[config.mk]
export PLATFORM = sky130hd
export DESIGN_NAME = edge_threshold_stats
export DESIGN_NICKNAME = d
export VERILOG_FILES = /design/src/rtl/edge_pkg.sv /design/src/rtl/edge_bbox_tracker.sv /design/src/rtl/edge_threshold_stats.sv
export SDC_FILE = /design/constraint.sdc
export NUM_CORES = 1
export LEC_CHECK = 0
export ABC_AREA = 1
export CORE_MARGIN = 10
export CORE_UTILIZATION = 47
export CTS_CLUSTER_DIAMETER = 60
export DETAILED_ROUTE_END_ITERATION = 6
export PLACE_DENSITY = 0.84
export SYNTH_ARGS = -nofsm -noshare
export SYNTH_HDL_FRONTEND = slang
export SYNTH_SLANG_ARGS = --single-unit
[constraint.sdc]
create_clock -name clk -period 1.6 [get_ports clk]
set_input_delay 0.32 -clock clk [delete_from_list [all_inputs] [get_ports clk]]
set_output_delay 0.32 -clock clk [all_outputs]
set_load 0.02 [all_outputs]
[src/rtl/edge_pkg.sv]
// Shared types and widths for the edge threshold / statistics block.
package edge_pkg;

  localparam int EDGE_CNT_W = 20;
  localparam int COORD_W    = 16;

  typedef enum logic [1:0] {
    ST_IDLE   = 2'd0,
    ST_RUN    = 2'd1,
    ST_REPORT = 2'd2
  } state_e;

  function automatic logic [EDGE_CNT_W-1:0] edge_sat_inc(input logic [EDGE_CNT_W-1:0] v);
    return (v == {EDGE_CNT_W{1'b1}}) ? v : v + 20'd1;
  endfunction

endpackage

[src/rtl/edge_bbox_tracker.sv]
// Min/max accumulator for the (row, col) coordinates of edge pixels in a frame.
module edge_bbox_tracker
  import edge_pkg::*;
(
  input  logic               clk,
  input  logic               rst_n,
  input  logic               clear,
  input  logic               update,
  input  logic [COORD_W-1:0] row,
  input  logic [COORD_W-1:0] col,
  output logic [COORD_W-1:0] min_row,
  output logic [COORD_W-1:0] max_row,
  output logic [COORD_W-1:0] min_col,
  output logic [COORD_W-1:0] max_col
);

  logic [COORD_W-1:0] min_row_q, min_row_d, max_row_q, max_row_d;
  logic [COORD_W-1:0] min_col_q, min_col_d, max_col_q, max_col_d;
  logic               seen_q, seen_d;

  // The first edge of a frame seeds all four bounds; later edges widen them.
  always_comb begin
    min_row_d = min_row_q;
    max_row_d = max_row_q;
    min_col_d = min_col_q;
    max_col_d = max_col_q;
    seen_d    = seen_q;
    if (clear) begin
      min_row_d = {COORD_W{1'b0}};
      max_row_d = {COORD_W{1'b0}};
      min_col_d = {COORD_W{1'b0}};
      max_col_d = {COORD_W{1'b0}};
      seen_d    = 1'b0;
    end else if (update) begin
      seen_d = 1'b1;
      if (!seen_q) begin
        min_row_d = row;
        max_row_d = row;
        min_col_d = col;
        max_col_d = col;
      end else begin
        if (row < min_row_q) min_row_d = row; else min_row_d = min_row_q;
        if (row > max_row_q) max_row_d = row; else max_row_d = max_row_q;
        if (col < min_col_q) min_col_d = col; else min_col_d = min_col_q;
        if (col > max_col_q) max_col_d = col; else max_col_d = max_col_q;
      end
    end else begin
      seen_d = seen_q;
    end
  end

  // Bound registers.
  always_ff @(posedge clk or negedge rst_n) begin
    if (!rst_n) begin
      min_row_q <= {COORD_W{1'b0}};
      max_row_q <= {COORD_W{1'b0}};
      min_col_q <= {COORD_W{1'b0}};
      max_col_q <= {COORD_W{1'b0}};
      seen_q    <= 1'b0;
    end else begin
      min_row_q <= min_row_d;
      max_row_q <= max_row_d;
      min_col_q <= min_col_d;
      max_col_q <= max_col_d;
      seen_q    <= seen_d;
    end
  end

  assign min_row = min_row_q;
  assign max_row = max_row_q;
  assign min_col = min_col_q;
  assign max_col = max_col_q;

endmodule

[src/rtl/edge_threshold_stats.sv]
// Binarizes a gradient stream against a latched threshold and reports per-frame edge stats.
// Bounding-box tracking is built only when EDGE_BBOX_EN is defined.
module edge_threshold_stats
  import edge_pkg::*;
#(
  parameter int WIDTH      = 8,
  parameter int IMG_WIDTH  = 640,
  parameter int IMG_HEIGHT = 480
) (
  input  logic                  clk,
  input  logic                  rst_n,
  input  logic                  start,
  input  logic [WIDTH-1:0]      threshold,
  input  logic [WIDTH-1:0]      pixel_in,
  input  logic                  valid_in,
  input  logic                  done_in,
  output logic [WIDTH-1:0]      pixel_out,
  output logic                  valid_out,
  output logic [EDGE_CNT_W-1:0] edge_count,
  output logic [COORD_W-1:0]    bbox_min_col,
  output logic [COORD_W-1:0]    bbox_max_col,
  output logic [COORD_W-1:0]    bbox_min_row,
  output logic [COORD_W-1:0]    bbox_max_row,
  output logic                  bbox_valid,
  output logic                  frame_err,
  output logic                  stats_valid
);

  localparam logic [COORD_W-1:0] LAST_COL  = COORD_W'(IMG_WIDTH - 3);
  localparam logic [COORD_W-1:0] LAST_ROW  = COORD_W'(IMG_HEIGHT - 3);
  localparam logic [31:0]        FRAME_PIX = 32'((IMG_WIDTH - 2) * (IMG_HEIGHT - 2));

  state_e                  state_q, state_d;
  logic [WIDTH-1:0]        thr_q, thr_d;
  logic [COORD_W-1:0]      col_q, col_d, row_q, row_d;
  logic [31:0]             pix_cnt_q, pix_cnt_d;
  logic [EDGE_CNT_W-1:0]   edge_acc_q, edge_acc_d;
  logic [WIDTH-1:0]        pixel_out_q, pixel_out_d;
  logic                    valid_out_q, valid_out_d;
  logic [EDGE_CNT_W-1:0]   edge_count_q, edge_count_d;
  logic                    frame_err_q, frame_err_d;
  logic                    stats_valid_q, stats_valid_d;
  logic                    clear_s, edge_s;

  assign clear_s = (state_q == ST_IDLE) && start;
  assign edge_s  = (state_q == ST_RUN) && valid_in && (pixel_in >= thr_q);

  // FSM, pixel path and frame accumulators; a pixel arriving with done_in is still counted.
  always_comb begin
    state_d       = state_q;
    thr_d         = thr_q;
    col_d         = col_q;
    row_d         = row_q;
    pix_cnt_d     = pix_cnt_q;
    edge_acc_d    = edge_acc_q;
    pixel_out_d   = pixel_out_q;
    valid_out_d   = 1'b0;
    edge_count_d  = edge_count_q;
    frame_err_d   = frame_err_q;
    stats_valid_d = 1'b0;
    case (state_q)
      ST_IDLE: begin
        if (start) begin
          state_d    = ST_RUN;
          thr_d      = threshold;
          col_d      = {COORD_W{1'b0}};
          row_d      = {COORD_W{1'b0}};
          pix_cnt_d  = 32'd0;
          edge_acc_d = {EDGE_CNT_W{1'b0}};
        end else begin
          state_d = ST_IDLE;
        end
      end
      ST_RUN: begin
        if (valid_in) begin
          valid_out_d = 1'b1;
          pixel_out_d = edge_s ? {WIDTH{1'b1}} : {WIDTH{1'b0}};
          pix_cnt_d   = (pix_cnt_q == 32'hFFFF_FFFF) ? pix_cnt_q : pix_cnt_q + 32'd1;
          edge_acc_d  = edge_s ? edge_sat_inc(edge_acc_q) : edge_acc_q;
          // Row holds at the last line so overrun pixels never alias back to row 0.
          if (col_q == LAST_COL) begin
            col_d = {COORD_W{1'b0}};
            row_d = (row_q == LAST_ROW) ? row_q : row_q + 16'd1;
          end else begin
            col_d = col_q + 16'd1;
          end
        end else begin
          valid_out_d = 1'b0;
        end
        if (done_in) state_d = ST_REPORT; else state_d = ST_RUN;
      end
      ST_REPORT: begin
        edge_count_d  = edge_acc_q;
        frame_err_d   = (pix_cnt_q != FRAME_PIX);
        stats_valid_d = 1'b1;
        state_d       = ST_IDLE;
      end
      default: state_d = ST_IDLE;
    endcase
  end

  // Core state and output registers.
  always_ff @(posedge clk or negedge rst_n) begin
    if (!rst_n) begin
      state_q       <= ST_IDLE;
      thr_q         <= {WIDTH{1'b0}};
      col_q         <= {COORD_W{1'b0}};
      row_q         <= {COORD_W{1'b0}};
      pix_cnt_q     <= 32'd0;
      edge_acc_q    <= {EDGE_CNT_W{1'b0}};
      pixel_out_q   <= {WIDTH{1'b0}};
      valid_out_q   <= 1'b0;
      edge_count_q  <= {EDGE_CNT_W{1'b0}};
      frame_err_q   <= 1'b0;
      stats_valid_q <= 1'b0;
    end else begin
      state_q       <= state_d;
      thr_q         <= thr_d;
      col_q         <= col_d;
      row_q         <= row_d;
      pix_cnt_q     <= pix_cnt_d;
      edge_acc_q    <= edge_acc_d;
      pixel_out_q   <= pixel_out_d;
      valid_out_q   <= valid_out_d;
      edge_count_q  <= edge_count_d;
      frame_err_q   <= frame_err_d;
      stats_valid_q <= stats_valid_d;
    end
  end

  assign pixel_out   = pixel_out_q;
  assign valid_out   = valid_out_q;
  assign edge_count  = edge_count_q;
  assign frame_err   = frame_err_q;
  assign stats_valid = stats_valid_q;

`ifdef EDGE_BBOX_EN
  logic [COORD_W-1:0] trk_min_row_s, trk_max_row_s, trk_min_col_s, trk_max_col_s;
  logic [COORD_W-1:0] bb_min_row_q, bb_min_row_d, bb_max_row_q, bb_max_row_d;
  logic [COORD_W-1:0] bb_min_col_q, bb_min_col_d, bb_max_col_q, bb_max_col_d;
  logic               bb_valid_q, bb_valid_d;

  edge_bbox_tracker u_bbox (
    .clk     (clk),
    .rst_n   (rst_n),
    .clear   (clear_s),
    .update  (edge_s),
    .row     (row_q),
    .col     (col_q),
    .min_row (trk_min_row_s),
    .max_row (trk_max_row_s),
    .min_col (trk_min_col_s),
    .max_col (trk_max_col_s)
  );

  // Box outputs are published in REPORT and forced to zero for an edge-free frame.
  always_comb begin
    bb_min_row_d = bb_min_row_q;
    bb_max_row_d = bb_max_row_q;
    bb_min_col_d = bb_min_col_q;
    bb_max_col_d = bb_max_col_q;
    bb_valid_d   = bb_valid_q;
    if (state_q == ST_REPORT) begin
      bb_valid_d   = (edge_acc_q != {EDGE_CNT_W{1'b0}});
      bb_min_row_d = bb_valid_d ? trk_min_row_s : {COORD_W{1'b0}};
      bb_max_row_d = bb_valid_d ? trk_max_row_s : {COORD_W{1'b0}};
      bb_min_col_d = bb_valid_d ? trk_min_col_s : {COORD_W{1'b0}};
      bb_max_col_d = bb_valid_d ? trk_max_col_s : {COORD_W{1'b0}};
    end else begin
      bb_valid_d = bb_valid_q;
    end
  end

  // Published bounding-box registers.
  always_ff @(posedge clk or negedge rst_n) begin
    if (!rst_n) begin
      bb_min_row_q <= {COORD_W{1'b0}};
      bb_max_row_q <= {COORD_W{1'b0}};
      bb_min_col_q <= {COORD_W{1'b0}};
      bb_max_col_q <= {COORD_W{1'b0}};
      bb_valid_q   <= 1'b0;
    end else begin
      bb_min_row_q <= bb_min_row_d;
      bb_max_row_q <= bb_max_row_d;
      bb_min_col_q <= bb_min_col_d;
      bb_max_col_q <= bb_max_col_d;
      bb_valid_q   <= bb_valid_d;
    end
  end

  assign bbox_min_row = bb_min_row_q;
  assign bbox_max_row = bb_max_row_q;
  assign bbox_min_col = bb_min_col_q;
  assign bbox_max_col = bb_max_col_q;
  assign bbox_valid   = bb_valid_q;
`else
  assign bbox_min_row = {COORD_W{1'b0}};
  assign bbox_max_row = {COORD_W{1'b0}};
  assign bbox_min_col = {COORD_W{1'b0}};
  assign bbox_max_col = {COORD_W{1'b0}};
  assign bbox_valid   = 1'b0;
`endif

endmodule

==> results of run 1 <==
[registers in the layout, indices dropped and copies added (netlist names)]
signal and cells:
pix_cnt_q 32, edge_acc_q 20, edge_count 20, thr_q 8, state_q 2, frame_err 1
pixel_out 1, stats_valid 1, valid_out 1
[logic make-up (layout without fill, tap and decap cells)]
logic type,Yosys count,in the layout,synth area share (%)
multiplexers,1,1,0.198
AND/OR/NAND/NOR,472,472,34.9
other,1,65,0.0659
XOR/XNOR,12,12,1.85
buffers and inverters,161,253,16.4
adder cells (fa/ha/maj),11,11,2.42
flip-flops,86,86,37.8
AO/OA/AOI/OAI,68,68,6.31
[power by group]
| part | total [mW] | internal [mW] | switching, mW | leakage [nW] |
|---|---|---|---|---|
| clock | 2.14 | 1.22 | 0.920 | 0.141 |
| sequential | 2.48 | 2.35 | 0.133 | 1.16 |
| combinational | 3.39 | 1.45 | 1.94 | 2.66 |
[layout make-up]
type	count	area [sq um]
inverters	68	270
fillers	944	3880
repair buffers	168	1650
well taps	147	184
multi-input cells	629	3450
clock inverters	6	70.1
flip-flops and latches	86	2160
clock buffers	10	229
repair inverters	1	11.3
[synth_stat cells, types with 2 or more instances]
| library cell | count | area, sq um |
|---|---|---|
| buf_4 | 75 | 563 |
| nand4_1 | 10 | 62.6 |
| or2_2 | 3 | 18.8 |
| inv_1 | 62 | 233 |
| nor2_1 | 102 | 383 |
| o21ai_1 | 26 | 130 |
| clkbuf_1 | 9 | 33.8 |
| ha_1 | 11 | 138 |
| xor2_1 | 10 | 87.6 |
| inv_2 | 6 | 22.5 |
| nand2_2 | 2 | 12.5 |
| nand2_1 | 253 | 950 |
| buf_6 | 6 | 67.6 |
| o21bai_1 | 2 | 15.0 |
| xnor2_1 | 2 | 17.5 |
| dfrtp_1 | 86 | 2150 |
| o21ai_0 | 26 | 130 |
| a21oi_1 | 12 | 60.1 |
| nor4_1 | 4 | 25.0 |
| nand3_1 | 72 | 360 |
| nor3_1 | 15 | 75.1 |
| nor2_2 | 4 | 25.0 |
| buf_1 | 2 | 7.51 |
[worst paths after layout]
path / start / to / slack [ns] / cells after the start
max reg2reg: thr_q[0]$_DFFE_PN0P_ / edge_acc_q[6]$_DFFE_PN0P_ / -0.15 / 13
max in group asynchronous: rst_n / state_q[0]$_DFF_PN0_ / 0.69 / 3
min reg2reg: edge_count[14]$_DFFE_PN0P_ / edge_count[14]$_DFFE_PN0P_ / 0.46 / 2
min in group clk: edge_count[14]$_DFFE_PN0P_ / edge_count[14]$_DFFE_PN0P_ / 0.46 / 2
min: rst_n / thr_q[7]$_DFFE_PN0P_ / 0.42 / 2
max: pixel_in[3] / edge_acc_q[6]$_DFFE_PN0P_ / -0.18 / 14
[stage by stage]
| stage | power [mW] | cell area [sq um] | setup TNS (ns) | util, % | setup WS, ns |
|---|---|---|---|---|---|
| floorplan | 4.09 | 5960 | 0 | - | 0.00412 |
| global placement | 4.69 | 6710 | -9.11 | 56.3 | -0.420 |
| detailed placement | 4.76 | 6710 | -12.10 | 56.3 | -0.536 |
| CTS | 7.50 | 7490 | -3.65 | 62.9 | -0.112 |
| global route | 8.36 | 8030 | -10.76 | 67.4 | -0.288 |
| finish | 8.02 | 8030 | -6.09 | 67.4 | -0.180 |
[per-layer routing]
| metal | routed length (um) | vias up | GRT usage [%] |
|---|---|---|---|
| li1 | - | 2754 | - |
| met1 | 6800 | 2803 | 21.7 |
| met2 | 9310 | 295 | 34.4 |
| met3 | 1280 | 64 | 3.89 |
| met4 | 667 | 0 | 8.00 |
| met5 | 0 | - | 0 |
[what timing repair did]
item	CTS	global route
setup buffers	15	4
endpoints found under the setup margin	84	54
pin swaps	15	23
gates resized for setup	101	127
hold buffers	1	0
cloned	7	4
endpoints found under the hold margin	19	0
[worst reg2reg max path, delay by kind of cell, from the launching register on]
family                     cells  cell delay [ns]
adders and majority gates      1             0.29
buffers and inverters          1             0.18
DFF                            1             0.42
and+or+nand+nor               11             0.76
==> impl_metrics.tcl, run 1 <==
set metrics [dict create \
    critical_path_class "in -> reg" \
    wl_per_cell_um 16.2 \
    hold_viol 0 \
    io_pins 117 \
    hold_path_class "in -> async" \
    required_ns 1.84 \
    grt_usage_pct 19.2 \
    clockRootBuffer "clkbuf_16" \
    drive_above_1_share_pct 29.9 \
    synth_area_sq_mm 0.00569 \
    n_antenna_cell 0 \
    cp_slowest_cell "clkdlybuf4s50_1" \
    hold_slack_ns 0.419 \
    slew_viol_final 0 \
    area_delta_synth_final_pct 41.1 \
    cts_tree "built" \
    start_util_pct 47.8 \
    cts.sinks 86 \
    critPathTopFamily "simple AND/OR/NAND/NOR gates" \
    leakagePower_nw 3.96 \
    grt_pass1_wl_um 26300 \
    grt_pass1_vias 5574 \
    dp_cells 1071 \
    overflow 0 \
    cts_buffer_depth 2 \
    synth_edf_count 0 \
    violations "setup timing" \
    die_width_um 130 \
    worstPathArrival_ns 2.02 \
    critPathMaxStageDelay_ns 0.45 \
    synthArstFlopShare_pct 100 \
    dieArea_sq_mm 0.0169 \
    wl_um 18100 \
    critPathMaxFanout 5 \
    drc_errors 0 \
    clock_skew_ns 0.00936 \
    ys.flop_type "dfrtp_1" \
    path_buf_inv 3 \
    setup_slack_ns -0.180 \
    final_cell_mix "184 x nand2_1, 90 x buf_4, 88 x nor2_1" \
    firstDrtPassIters 6 \
    grt_max_degree 34 \
    min_period_ns 1.78 \
    place_hpwl_um 11700 \
    synth.distinct_cells 35 \
    ys_warn_count 0 \
    drv_cap 0 \
    ys_ff_latch 86 \
    final_common_cell "nand2_1" \
    rsz0062_at_grt "true" \
    die_h_um 130 \
    ys_seq_area_share_pct 37.8 \
    vias_per_cell 5.31 \
    antenna_found_initial 0 \
    nNetsFinal 995 \
    cts_made_buffers 9 \
    ir_worst_vdd_mv 0.513 \
    final_cell_count_no_fill 1115 \
    start_kind "input port" \
    end_kind "register" \
    clock_latency_ns 0.35 \
    initialDrtViolationCount 646 \
    synth_cells 812 \
    crit_top_cell "nand2_1" \
    power.density_mw_per_mm2 999 \
    avgSynthCellArea_sq_um 7.00 \
    rows 40 \
    final_antenna_net_count 0 \
    numPortBuffers 51 \
    setup_violations 53 \
    core_area_sq_mm 0.0119 \
    status "complete, but fails checks" \
    fmax_mhz 562 \
    clk_pin_slew_ns 0.07 \
    worstPathCellList "clkdlybuf4s50_1, ha_4, nand2_1, inv_1, nand2_1, nand2_1, nand2_1, nand2_2, nand2_2, nand2_2, nand3_4, buf_8, nand2_2, nand2_1" \
    vias 5916 \
    place.gp.congestion 0.963 \
    period_share_pct 111 \
    cts.htree.levels 3 \
]
Power figures use the tool's default switching activity.
==> inputs of run 2 (changes only) <==
--- a/config.mk
+++ b/config.mk
@@ -10,7 +10,7 @@
 export CORE_UTILIZATION = 47
 export CTS_CLUSTER_DIAMETER = 60
 export DETAILED_ROUTE_END_ITERATION = 6
-export PLACE_DENSITY = 0.84
+export PLACE_DENSITY = 0.73
 export SYNTH_ARGS = -nofsm -noshare
 export SYNTH_HDL_FRONTEND = slang
 export SYNTH_SLANG_ARGS = --single-unit
==> impl_metrics.tcl, run 2 (synthesis results as in run 1) <==
set metrics [dict create \
    regMostFlops "pix_cnt_q" \
    antenna_found_initial 0 \
    hold_viol 0 \
    hold_slack_ns 0.444 \
    clock_skew_ns 0.00766 \
    leakagePower_nw 3.70 \
    clockRootBuffer "clkbuf_16" \
    crit_top_cell "nand2_1" \
    critPathMaxStageDelay_ns 0.34 \
    slew_headroom_pct 64.6 \
    clock_latency_ns 0.35 \
    firstDrtPassIters 5 \
    core_area_sq_mm 0.0119 \
    vias_per_cell 5.01 \
    vias 5508 \
    cts.htree.levels 3 \
    finalPower_mw 7.67 \
    final_cell_mix "216 x nand2_1, 94 x nor2_1, 86 x buf_4" \
    violations "setup timing" \
    drc_errors 0 \
    io_pins 117 \
    status "complete, but fails checks" \
    place.gp.congestion 0.911 \
    rsz0062_at_grt "true" \
    hold_path_class "in -> async" \
    largest_reg_flops 32 \
    cts_made_buffers 9 \
    rows 40 \
    start_util_pct 47.8 \
    critPathMaxFanout 5 \
    nNetsFinal 980 \
    worstPathCellList "inv_2, ha_4, nand2_1, nand3_2, nand2_1, nand2_1, nand2_1, nand2_2, nand2_2, nand2_2, nand3_4, clkbuf_16, nand2_1, nand2_1" \
    setup_slack_ns -0.209 \
    cts_buffer_depth 2 \
    critical_path_class "reg -> reg" \
    period_share_pct 113 \
    cts.sinks 86 \
    ir_worst_vdd_mv 0.599 \
    clk_pin_slew_ns 0.06 \
    fmax_mhz 553 \
    required_ns 1.84 \
    overflow 0 \
    grt_max_degree 34 \
    place_hpwl_um 11000 \
    n_antenna_cell 0 \
    wl_um 16300 \
    end_kind "register" \
    path_buf_inv 2 \
    worstPathArrival_ns 2.05 \
    worstMarginPinSlew_ns 0.527 \
    numPortBuffers 51 \
    grt_pass1_vias 5103 \
    initialDrtViolationCount 439 \
    die_width_um 130 \
    final_common_cell "nand2_1" \
    grt_usage_pct 17.8 \
    drv_cap 0 \
    critPathTopFamily "simple AND/OR/NAND/NOR gates" \
    dieArea_sq_mm 0.0169 \
    drive_above_1_share_pct 21.7 \
    power.density_mw_per_mm2 1020 \
    final_antenna_net_count 0 \
    slew_viol_final 0 \
    min_period_ns 1.81 \
    cts_tree "built" \
    cp_slowest_cell "dfrtp_1" \
    setup_violations 51 \
    grt_pass1_wl_um 24500 \
    area_delta_synth_final_pct 32.7 \
    wl_per_cell_um 14.8 \
    start_kind "register" \
    die_h_um 130 \
]
-- run 2: cell types whose count changed in the layout (fill, tap and decap cells not counted), sizes merged --
cell	change
dlymetal6s2s	-1
buf	-16
dlygate4sd2	+3
clkdlybuf4s50	-2
clkinvlp	-1
inv	-2
clkbuf	+3
-- run 2: per-layer routing --
metal	track usage (%)	share of wire [%]	routed length (um)
met5	0	0	0
met3	3.20	5.4	873
met1	21.1	40	6520
met2	31.7	51	8310
met4	6.35	3.5	566
-- run 2: path summary, 6_finish.rpt --
path | slack, ns | endpoint | startpoint | cells past startpoint
max in group asynchronous | 0.64 | pix_cnt_q[11]$_DFFE_PN0P_ | rst_n | 3
max reg2reg | -0.21 | edge_acc_q[9]$_DFFE_PN0P_ | thr_q[1]$_DFFE_PN0P_ | 14
min in group clk | 0.46 | edge_count[14]$_DFFE_PN0P_ | edge_count[14]$_DFFE_PN0P_ | 2
min reg2reg | 0.46 | edge_count[14]$_DFFE_PN0P_ | edge_count[14]$_DFFE_PN0P_ | 2
min | 0.44 | thr_q[7]$_DFFE_PN0P_ | rst_n | 2
max | -0.21 | edge_acc_q[9]$_DFFE_PN0P_ | thr_q[1]$_DFFE_PN0P_ | 14
-- run 2: final cells by class --
cell class / count / area, sq um
repair buffers: 154 / 1490
fillers: 1018 / 4360
clock buffers: 11 / 243
flip-flops and latches: 86 / 2160
clock inverters: 4 / 55.1
inverters: 68 / 263
multi-input cells: 629 / 3160
well taps: 147 / 184
-- run 2: through the flow --
| stage | util [%] | cell area (sq um) | TNS [ns] | worst slack [ns] | std cells |
|---|---|---|---|---|---|
| floorplan | - | 5960 | 0 | 0.00412 | 876 |
| CTS | 60.2 | 7170 | -3.50 | -0.109 | 1086 |
| detailed placement | 55.9 | 6660 | -10.58 | -0.480 | 1062 |
| global placement | 55.9 | 6660 | -8.97 | -0.429 | 1062 |
| finish | 63.4 | 7550 | -6.20 | -0.209 | 1099 |
| global route | 63.4 | 7550 | -11.50 | -0.325 | 1099 |
-- run 2: power by group --
part / switching (mW) / internal (mW)
logic: 1.78 / 1.29
clock network: 0.878 / 1.25
registers: 0.114 / 2.35
-- run 2: what timing repair did --
item | CTS | global route
resized for setup | 75 | 51
pin swaps | 4 | 13
setup buffers | 5 | 8
endpoints found under the hold margin | 26 | 0
hold buffers | 1 | 0
setup endpoints to repair | 82 | 56
cloned | 3 | 6
==> inputs of run 3 (changes only) <==
--- a/config.mk
+++ b/config.mk
@@ -9,6 +9,7 @@
 export CORE_MARGIN = 10
 export CORE_UTILIZATION = 47
 export CTS_CLUSTER_DIAMETER = 60
+export CTS_CLUSTER_SIZE = 30
 export DETAILED_ROUTE_END_ITERATION = 6
 export PLACE_DENSITY = 0.73
 export SYNTH_ARGS = -nofsm -noshare
==> results of run 3 <==
Same layout as run 2: the final DEF is identical, and so are final timing and power.
